===== config.mk =====
export PLATFORM = sky130hd
export DESIGN_NAME = polylut_pipe_ctrl
export DESIGN_NICKNAME = d
export VERILOG_FILES = /design/src/rtl/polylut_pipe_ctrl.sv
export SDC_FILE = /design/constraint.sdc
export NUM_CORES = 1
export LEC_CHECK = 0
export ABC_AREA = 1
export CAP_MARGIN = 5
export CORE_MARGIN = 1
export CORE_UTILIZATION = 49
export DETAILED_ROUTE_END_ITERATION = 6
export DONT_BUFFER_PORTS = 1
export GPL_TIMING_DRIVEN = 0
export PLACE_DENSITY = 0.63
export SKIP_LAST_GASP = 1
export SYNTH_ARGS = -nofsm -noshare
export SYNTH_HDL_FRONTEND = slang
export SYNTH_SLANG_ARGS = --single-unit

===== constraint.sdc =====
create_clock -name clk -period 2.2 [get_ports clk]
set_input_delay 0.11 -clock clk [delete_from_list [all_inputs] [get_ports clk]]
set_output_delay 0.11 -clock clk [all_outputs]
set_load 0.01 [all_outputs]

===== src/rtl/polylut_pipe_ctrl.sv =====
// Stage-enable/occupancy controller and output result FIFO for the registered PolyLUT-Add pipeline.
// Define POLYLUT_CTRL_PERF_EN to include the accept/stall performance counters.
module polylut_pipe_ctrl #(
  parameter int STAGES = 10,
  parameter int DATA_W = 25,
  parameter int DEPTH  = 4
) (
  input  logic                                 clk,
  input  logic                                 rst,
  input  logic                                 in_valid,
  output logic                                 in_ready,
  output logic [STAGES-1:0]                    stage_en,
  input  logic [DATA_W-1:0]                    res_data,
  output logic                                 out_valid,
  input  logic                                 out_ready,
  output logic [DATA_W-1:0]                    out_data,
  output logic [$clog2(STAGES+DEPTH+1)-1:0]    inflight,
  output logic [31:0]                          cnt_accept,
  output logic [31:0]                          cnt_stall
);

  localparam int PW = $clog2(DEPTH);
  localparam int CW = $clog2(DEPTH+1);
  localparam int IW = $clog2(STAGES+DEPTH+1);

  logic [STAGES-1:0] occ;
  logic [STAGES-1:0] en;
  logic [DATA_W-1:0] mem [DEPTH];
  logic [PW-1:0]     rd_ptr;
  logic [PW-1:0]     wr_ptr;
  logic [CW-1:0]     fifo_count;
  logic [CW-1:0]     count_nxt;
  logic              push;
  logic              pop;
  logic              accept;
  logic              chain;

  assign pop       = out_valid & out_ready;
  assign push      = occ[STAGES-1] & ((fifo_count < CW'(DEPTH)) | pop);
  assign count_nxt = fifo_count + CW'(push) - CW'(pop);
  assign accept    = in_valid & en[0];
  assign stage_en  = en;
  assign in_ready  = en[0];
  assign out_data  = mem[rd_ptr];

  // Enables ripple from the output end: a stage may load if it is empty or its successor is taking its sample.
  always_comb begin
    en    = '0;
    chain = push;
    for (int i = STAGES-1; i >= 0; i--) begin
      en[i] = ~occ[i] | chain;
      chain = en[i];
    end
  end

  always_ff @(posedge clk or negedge rst) begin
    if (!rst) begin
      occ <= '0;
    end else begin
      if (en[0]) occ[0] <= in_valid;
      for (int i = 1; i < STAGES; i++) begin
        if (en[i]) occ[i] <= occ[i-1];
      end
    end
  end

  // Storage is cleared on reset so the head reads zero while the FIFO is empty.
  always_ff @(posedge clk or negedge rst) begin
    if (!rst) begin
      for (int i = 0; i < DEPTH; i++) mem[i] <= '0;
      rd_ptr     <= '0;
      wr_ptr     <= '0;
      fifo_count <= '0;
      out_valid  <= 1'b0;
      inflight   <= '0;
    end else begin
      if (push) begin
        mem[wr_ptr] <= res_data;
        wr_ptr      <= wr_ptr + PW'(1);
      end
      if (pop) rd_ptr <= rd_ptr + PW'(1);
      fifo_count <= count_nxt;
      out_valid  <= (count_nxt != '0);
      inflight   <= inflight + IW'(accept) - IW'(pop);
    end
  end

`ifdef POLYLUT_CTRL_PERF_EN
  logic [31:0] acc_q;
  logic [31:0] stall_q;

  always_ff @(posedge clk or negedge rst) begin
    if (!rst) begin
      acc_q   <= '0;
      stall_q <= '0;
    end else begin
      if (accept) acc_q <= acc_q + 32'd1;
      if (in_valid & ~en[0]) stall_q <= stall_q + 32'd1;
    end
  end

  assign cnt_accept = acc_q;
  assign cnt_stall  = stall_q;
`else
  assign cnt_accept = '0;
  assign cnt_stall  = '0;
`endif

endmodule


==> results.md, run 1 <==
* Slowest-stage cell, CP: dfrtp_2
* Ys Warns at 0
* CORE AREA at 11500 µm²
* Number of buffers inserted by hold repair at cts at 28
* Seq cells post-synth at 122
* Total Die Area at 12300 µm²
* Critical path cell sequence: nand2_4, nand4_4, nor2_4, nand4_4, nor2_4, nand4_4, nand2_2, ha_4, inv_2, ha_4, fa_2
* Fillers at 1011
* Synthesized area per cell at 8.91 µm²
* WP data arrival at 2.55 ns
* WL per Instance at 15.4 µm
* VDD IR max at 0.818 mV
* TritonCTS clock tree: built
* Slew headroom at 61.9%
* Core Rows at 39
* Antenna diodes at 0
* Netlist cell types at 27
* Largest stage delay on the critical path at 0.44 ns
* Placed cell count at 858
* Final instance area at 7160 µm²
* Routed Antenna Nets at 0
* DP Area at 6240 µm²
* R2R depth at 11
* Detail Placement HPWL at 9160 µm
* Final cycle utilization of the critical path at 103%
* Final WS setup at -0.0617 ns
* R2r startpoint: out_valid
* # H-tree levels at 4
* Worst reg2reg path endpoint: inflight[1]
* Largest net degree at the start of global routing at 123
* Power density over the cells at 1490 nW/µm²
* CP required at 2.49 ns
* Final #Nets at 809
* Gr usage total at 24.7%
* Fin. max-slew vios at 0
* Layout area overhead at 23.3%
* Critical Path Stages at 11
* # DRC at 0
* Routed vias at 4603
* Outcome: complete, but fails checks
* Leak Pwr at 3.60 nW
* Worst slew pin tran at 0.571 ns
* Gr ovfl total at 0
* # IOs at 134
* TritonCTS Buffers at 17
* Crit start category: flop
* Failing checks: hold timing, setup timing
* Initial antenna violation count at 0
* Area contributors post-synth: dfrtp_1 53%, o21ai_0 12%, buf_4 8.4%, nand2_1 7.3%, nor2_1 3.5%
* Clock Skews at 0.00891 ns
* CTS root buffer: clkbuf_16
* Vias in the first global route at 4484
* Num Clock Sinks at 122
* Max Root-Sink Buffers at 2
* IO Port Bufs at 0
* Finish-stage setup viols at 4
* First-pass GRT wire length at 23200 µm
* Drt total wl at 14200 µm
* Hold WS at -0.607 ns
* Tmin final at 2.26 ns
* Critical Path Sink Type: flop
* Post-Syn Instances at 652
* Fin cells at 921
* Setup Crit Path Kind: flop to flop
* Post-synth top area share at 52.6%
* DR vias/cell at 5.00
* Max Clk Rate at 442 MHz
* Cell taking the most area after synthesis: dfrtp_1
* Crit path launch: out_valid
* CTS clk-pin slew, worst paths at 0.05 ns
* TritonRoute pass-1 iters at 5
* Synth Cell Area at 5810 µm²
* Delay-heaviest family, CP: simple AND/OR/NAND/NOR gates
* RSZ-0062 raised after global routing: true
* Drt initial violations at 374
* Register area share after synthesis at 52.6%
* Chip Height at 111 µm
* R2R Setup Slk at -0.06 ns
* Max Cap Viol at 0
* Layout cells sized above 1 at 19.2%
* Hold Path Class: input pin to async pin
* Crit path buffers/inverters at 1
* Crit path capture: inflight[1]
* Routability cong. at 0.779
* Fin util at 62.4%
* Die X at 111 µm
* Cell repeated most along the worst path: nand4_4
* Final Hold Fails at 122
* Worst Path Max Fanout at 4
* Initial Utilization at 50.6%
* Clk_lat worst skew at 0.42 ns
-- where the power goes --
part | total [W] | internal, W | switching [W]
combinational | 0.00427 | 0.00151 | 0.00276
sequential | 0.00396 | 0.00333 | 0.000633
clock | 0.00244 | 0.00153 | 0.000906
total | 0.0107 | 0.00637 | 0.00430
-- sequential cells by signal, summed over array words and instances (netlist names) --
register,count
mem,100
inflight,4
fifo_count,3
out_valid,1
rd_ptr,2
wr_ptr,2
occ,10
-- worst reg2reg max path, stage by stage (launching register included) --
cell     delay [ns]
dfrtp_2        0.44
nand2_4        0.11
nand4_4        0.12
nor2_4         0.15
nand4_4        0.14
nor2_4         0.15
nand4_4        0.13
nand2_2        0.12
ha_4           0.20
inv_2          0.06
ha_4           0.12
fa_2           0.41
-- synth_stat cells --
cell      instances
inv_2             1
buf_1             2
nor2_1           54
dfrtp_1         122
clkbuf_1         13
o22ai_1          25
nand4_4           2
clkbuf_2          7
nand2_2           6
or3_1             1
fa_1              2
o21ai_1           7
xor2_1            5
nand3_1           2
a21o_1            1
conb_1            1
buf_2            13
xnor2_1           2
buf_4            65
nand4_2           1
inv_1            48
a21oi_1           1
nor2_4            2
or2_2             2
o21ai_0         144
ha_1             10
nand2_1         113
-- worst min path at each step --
stage | from | end | slack [ns]
2_1_floorplan | rst | fifo_count[0] | -0.19
4_1_cts | rst | mem[2] | -0.62
3_3_place_gp | rst | mem[3] | -0.18
6_report | rst | mem[3] | -0.61
5_1_grt | rst | mem[53] | -0.63
3_5_place_dp | rst | mem[3] | -0.18
-- layer usage --
layer / part of all wire, % / vias up / GRT usage, %
met5: 0 / - / 0
met2: 50 / 177 / 40.0
met3: 7.1 / 14 / 5.90
li1: - / 2223 / -
met4: 1.1 / 0 / 10.9
met1: 42 / 2189 / 31.6
-- metrics by stage --
| stage | power [W] | TNS [ns] | setup WS [ns] |
|---|---|---|---|
| 4_1_cts | 0.0106 | -0.401 | -0.125 |
| 6_report | 0.0107 | -0.201 | -0.0617 |
| 2_1_floorplan | 0.00686 | -0.0391 | -0.0295 |
| 3_3_place_gp | 0.00787 | -0.628 | -0.176 |
| 3_5_place_dp | 0.00804 | -0.789 | -0.222 |
| 5_1_grt | 0.0115 | -0.733 | -0.190 |
-- cell usage in the layout (no fill, tap or decap), drive strengths merged --
cell type and instances:
clkbuf 47, nor2 56, or3 1, fa 2, xnor2 2, o21ai 151, dlygate4sd3 28, a21o 1
clkinv 3, a21oi 1, nand3 2, conb 64, or2 2, xor2 5, ha 10, inv 49
nand4 3, nand2 119, o22ai 25, buf 85, dfrtp 122
-- final cells by class --
class | count | area, µm² | share of cell area, %
timing repair buffer | 34 | 325 | 4.54
tap | 143 | 179 | 2.50
multi-input combinational | 444 | 2240 | 31.4
clock inverter | 3 | 15.0 | 0.210
buffer | 100 | 653 | 9.12
inverter | 49 | 189 | 2.64
clock buffer | 26 | 499 | 6.97
sequential | 122 | 3050 | 42.7
-- kinds of logic (layout without fill, tap and decap cells) --
family,Yosys count,count (layout),synth area share [%]
buffers and inverters,149,212,14.3
other,1,64,0.0646
xor gates and xnor gates,7,7,1.06
DFF,122,122,52.6
and+or+nand+nor,183,183,13.3
adders and majority gates,12,12,2.84
AOI/OAI and AO/OA,178,178,15.9
-- what timing repair did --
action | 4_1_cts | 5_1_grt
pin swaps | 7 | 10
buffers inserted | 4 | 2
gates resized for setup | 15 | 12
setup endpoints to repair | 11 | 25
hold endpoints to repair | 225 | 122
Power figures use the tool's default switching activity.
==> run 2: changes to the inputs <==
==> constraint.sdc (replaced) <==
create_clock -name clk -period 2.2 [get_ports clk]
set_input_delay 0.55 -clock clk [delete_from_list [all_inputs] [get_ports clk]]
set_output_delay 0.55 -clock clk [all_outputs]
set_load 0.01 [all_outputs]
==> run 2 against run 1 <==
Clock power grew 16%. First-iteration DRC count is 17% lower. Critical endpoint is now stage_en[0]. Sequential power about the same. Cell count decreased by 2.6%. Fmax shrank 3.5%. Combinational power increased by 8.9%. Final area grew 0.61%. Flip-flop and latch count unchanged. Clock skew down 0.0026 ns. The run still ends with hold timing, setup timing left.
==> results.md, run 2 (synthesized netlist as in run 1, its figures left out) <==
* Outcome: complete, but fails checks (unchanged)
* Failing checks: hold timing, setup timing (unchanged)
* Routed Antenna Nets at 0 (unchanged)
* Max Clk Rate at 427 MHz (was 442 MHz)
* Fin cells at 897 (was 921)
* Die X at 111 µm (unchanged)
* Vias in the first global route at 4520 (was 4484)
* IO Port Bufs at 0 (unchanged)
* Slowest-stage cell, CP: dfrtp_2 (unchanged)
* Commonest cells after routing, fill and taps aside: 140 x o21ai_0, 120 x dfrtp_1, 111 x nand2_1 (was 144 x o21ai_0, 121 x dfrtp_1, 112 x nand2_1)
* Gr ovfl total at 0 (unchanged)
* Initial Utilization at 50.6% (unchanged)
* CORE AREA at 11500 µm² (unchanged)
* Placed cell count at 858 (unchanged)
* Commonest non-fill, non-tap cell in the layout: o21ai_0 (unchanged)
* Routed vias at 4544 (was 4603)
* Antenna diodes at 0 (unchanged)
* Power density over the cells at 1590 nW/µm² (was 1490 nW/µm²)
* Finish-stage setup viols at 8 (was 4)
* CP required at 1.65 ns (was 2.49 ns)
* Delay-heaviest family, CP: simple AND/OR/NAND/NOR gates (unchanged)
* R2R Setup Slk at -0.11 ns (was -0.06 ns)
* Final Power at 0.0115 W (was 0.0107 W)
* TritonCTS Buffers at 17 (unchanged)
* Drt initial violations at 309 (was 374)
* VDD IR max at 0.902 mV (was 0.818 mV)
* Chip Height at 111 µm (unchanged)
* CTS clk-pin slew, worst paths at 0.05 ns (about the same)
* Final #Nets at 782 (was 809)
* Worst reg2reg path endpoint: out_valid (was inflight[1])
* R2R depth at 12 (was 11)
* Fin util at 62.8% (was 62.4%)
* Clock Skews at 0.00633 ns (was 0.00891 ns)
* Gr usage total at 23.7% (was 24.7%)
* Crit path buffers/inverters at 1 (unchanged)
* Critical Path Sink Type: primary output (was flop)
* Leak Pwr at 3.62 nW (was 3.60 nW)
* Initial antenna violation count at 0 (unchanged)
* Final WS setup at -0.143 ns (was -0.0617 ns)
* WL per Instance at 15.3 µm (was 15.4 µm)
* Cell repeated most along the worst path: nand4_4 (unchanged)
* Crit start category: flop (unchanged)
* Hold WS at -0.171 ns (was -0.607 ns)
* Largest stage delay on the critical path at 0.46 ns (was 0.44 ns)
* Core Rows at 39 (unchanged)
* Max Cap Viol at 0 (unchanged)
* Max Root-Sink Buffers at 2 (unchanged)
* Layout cells sized above 1 at 26.1% (was 19.2%)
* Worst Path Max Fanout at 4 (unchanged)
* RSZ-0062 raised after global routing: true (unchanged)
* Total Die Area at 12300 µm² (unchanged)
* # H-tree levels at 4 (unchanged)
* First-pass GRT wire length at 22700 µm (was 23200 µm)
* Layout area overhead at 24.0% (was 23.3%)
* Hold Path Class: input pin to async pin (unchanged)
* CTS root buffer: clkbuf_16 (unchanged)
* R2r startpoint: out_valid (unchanged)
* Clk_lat worst skew at 0.42 ns (about the same)
* Largest register FFs at 100 (unchanged)
* Final cycle utilization of the critical path at 107% (was 103%)
* Fin Setup TNS at -0.660 ns (was -0.201 ns)
* # DRC at 0 (unchanged)
* Routability cong. at 0.827 (was 0.779)
* Detail Placement HPWL at 9220 µm (was 9160 µm)
* Largest net degree at the start of global routing at 123 (unchanged)
* # IOs at 134 (unchanged)
* Fin. max-slew vios at 0 (unchanged)
* Num Clock Sinks at 122 (unchanged)
* Drt total wl at 13700 µm (was 14200 µm)
* Setup Crit Path Kind: flop to primary output (was flop to flop)
* Critical path cell sequence: nand2_8, nand4_4, nor2_4, nand4_4, nor2_4, nand4_4, buf_6 (was nand2_4, nand4_4, nor2_4, nand4_4, nor2_4, nand4_4, nand2_2, ha_4, inv_2, ha_4, fa_2)
* TritonRoute pass-1 iters at 5 (unchanged)
* Biggest regs: mem (100), occ (10), inflight (4) (unchanged)
* WP data arrival at 1.79 ns (was 2.55 ns)
* Final Hold Fails at 122 (unchanged)
* DR vias/cell at 5.07 (was 5.00)
* Largest register by flop count: mem (unchanged)
* TritonCTS clock tree: built (unchanged)
* Tmin final at 2.34 ns (was 2.26 ns)
[run 2: cell types whose count changed in the layout (fill, tap and decap cells not counted), sizes merged]
cell         change
clkinv           +1
bufinv           +3
dlygate4sd3     -28
buf              +5
clkinvlp         +5
clkbuf          -10
[run 2: cell type report]
type                    instances  area [µm²]
well taps                     143         179
multi-input cells             444        2420
clock buffers                  20         457
fillers                      1011        4260
clock inverters                12         148
repair buffers                  8        63.8
plain buffers                  99         684
flip-flops and latches        122        3060
inverters                      49         191
[run 2: per-layer routing]
metal | GRT usage, % | routed length (µm) | up-vias
met1 | 30.0 | 5780 | 2192
met4 | 8.62 | 228 | 0
li1 | - | - | 2167
met2 | 38.9 | 6720 | 164
met3 | 6.51 | 979 | 21
met5 | 0 | 0 | -
[run 2: what timing repair did]
action                     4_1_cts  5_1_grt
hold endpoints to repair       122      122
setup buffers                    8        0
setup endpoints to repair       36       37
pin swaps                       12        4
gates resized for setup         65       19
[run 2: worst max path at each step]
stage,start,endpoint,slack [ns],depth (start not counted)
CTS,out_valid,stage_en[0],-0.21,7
global route,out_valid,stage_en[0],-0.25,7
global placement,out_ready,inflight[1],-0.20,11
floorplan,out_ready,inflight[1],-0.09,11
finish,out_valid,stage_en[0],-0.14,7
detailed placement,out_ready,inflight[3],-0.23,13
[run 2: where the power goes]
group | internal (W) | switching (W)
Combinational | 0.00176 | 0.00290
Sequential | 0.00333 | 0.000649
Clock | 0.00183 | 0.00100
[run 2: stage by stage]
step | setup WS (ns) | area (µm²)
2_1_floorplan | -0.0868 | 6070
3_5_place_dp | -0.228 | 6250
5_1_grt | -0.253 | 7200
3_3_place_gp | -0.200 | 6250
6_report | -0.143 | 7200
4_1_cts | -0.205 | 7180
[run 2: worst reg2reg max path, cell delays in order (launching register included)]
cell and delay [ns]:
dfrtp_2 0.46, nand2_8 0.09, buf_4 0.11, buf_6 0.10
inv_8 0.03, ha_4 0.22, inv_2 0.06, ha_4 0.11
inv_2 0.03, fa_2 0.35, xnor2_2 0.14, xnor2_1 0.14
or3_1 0.35
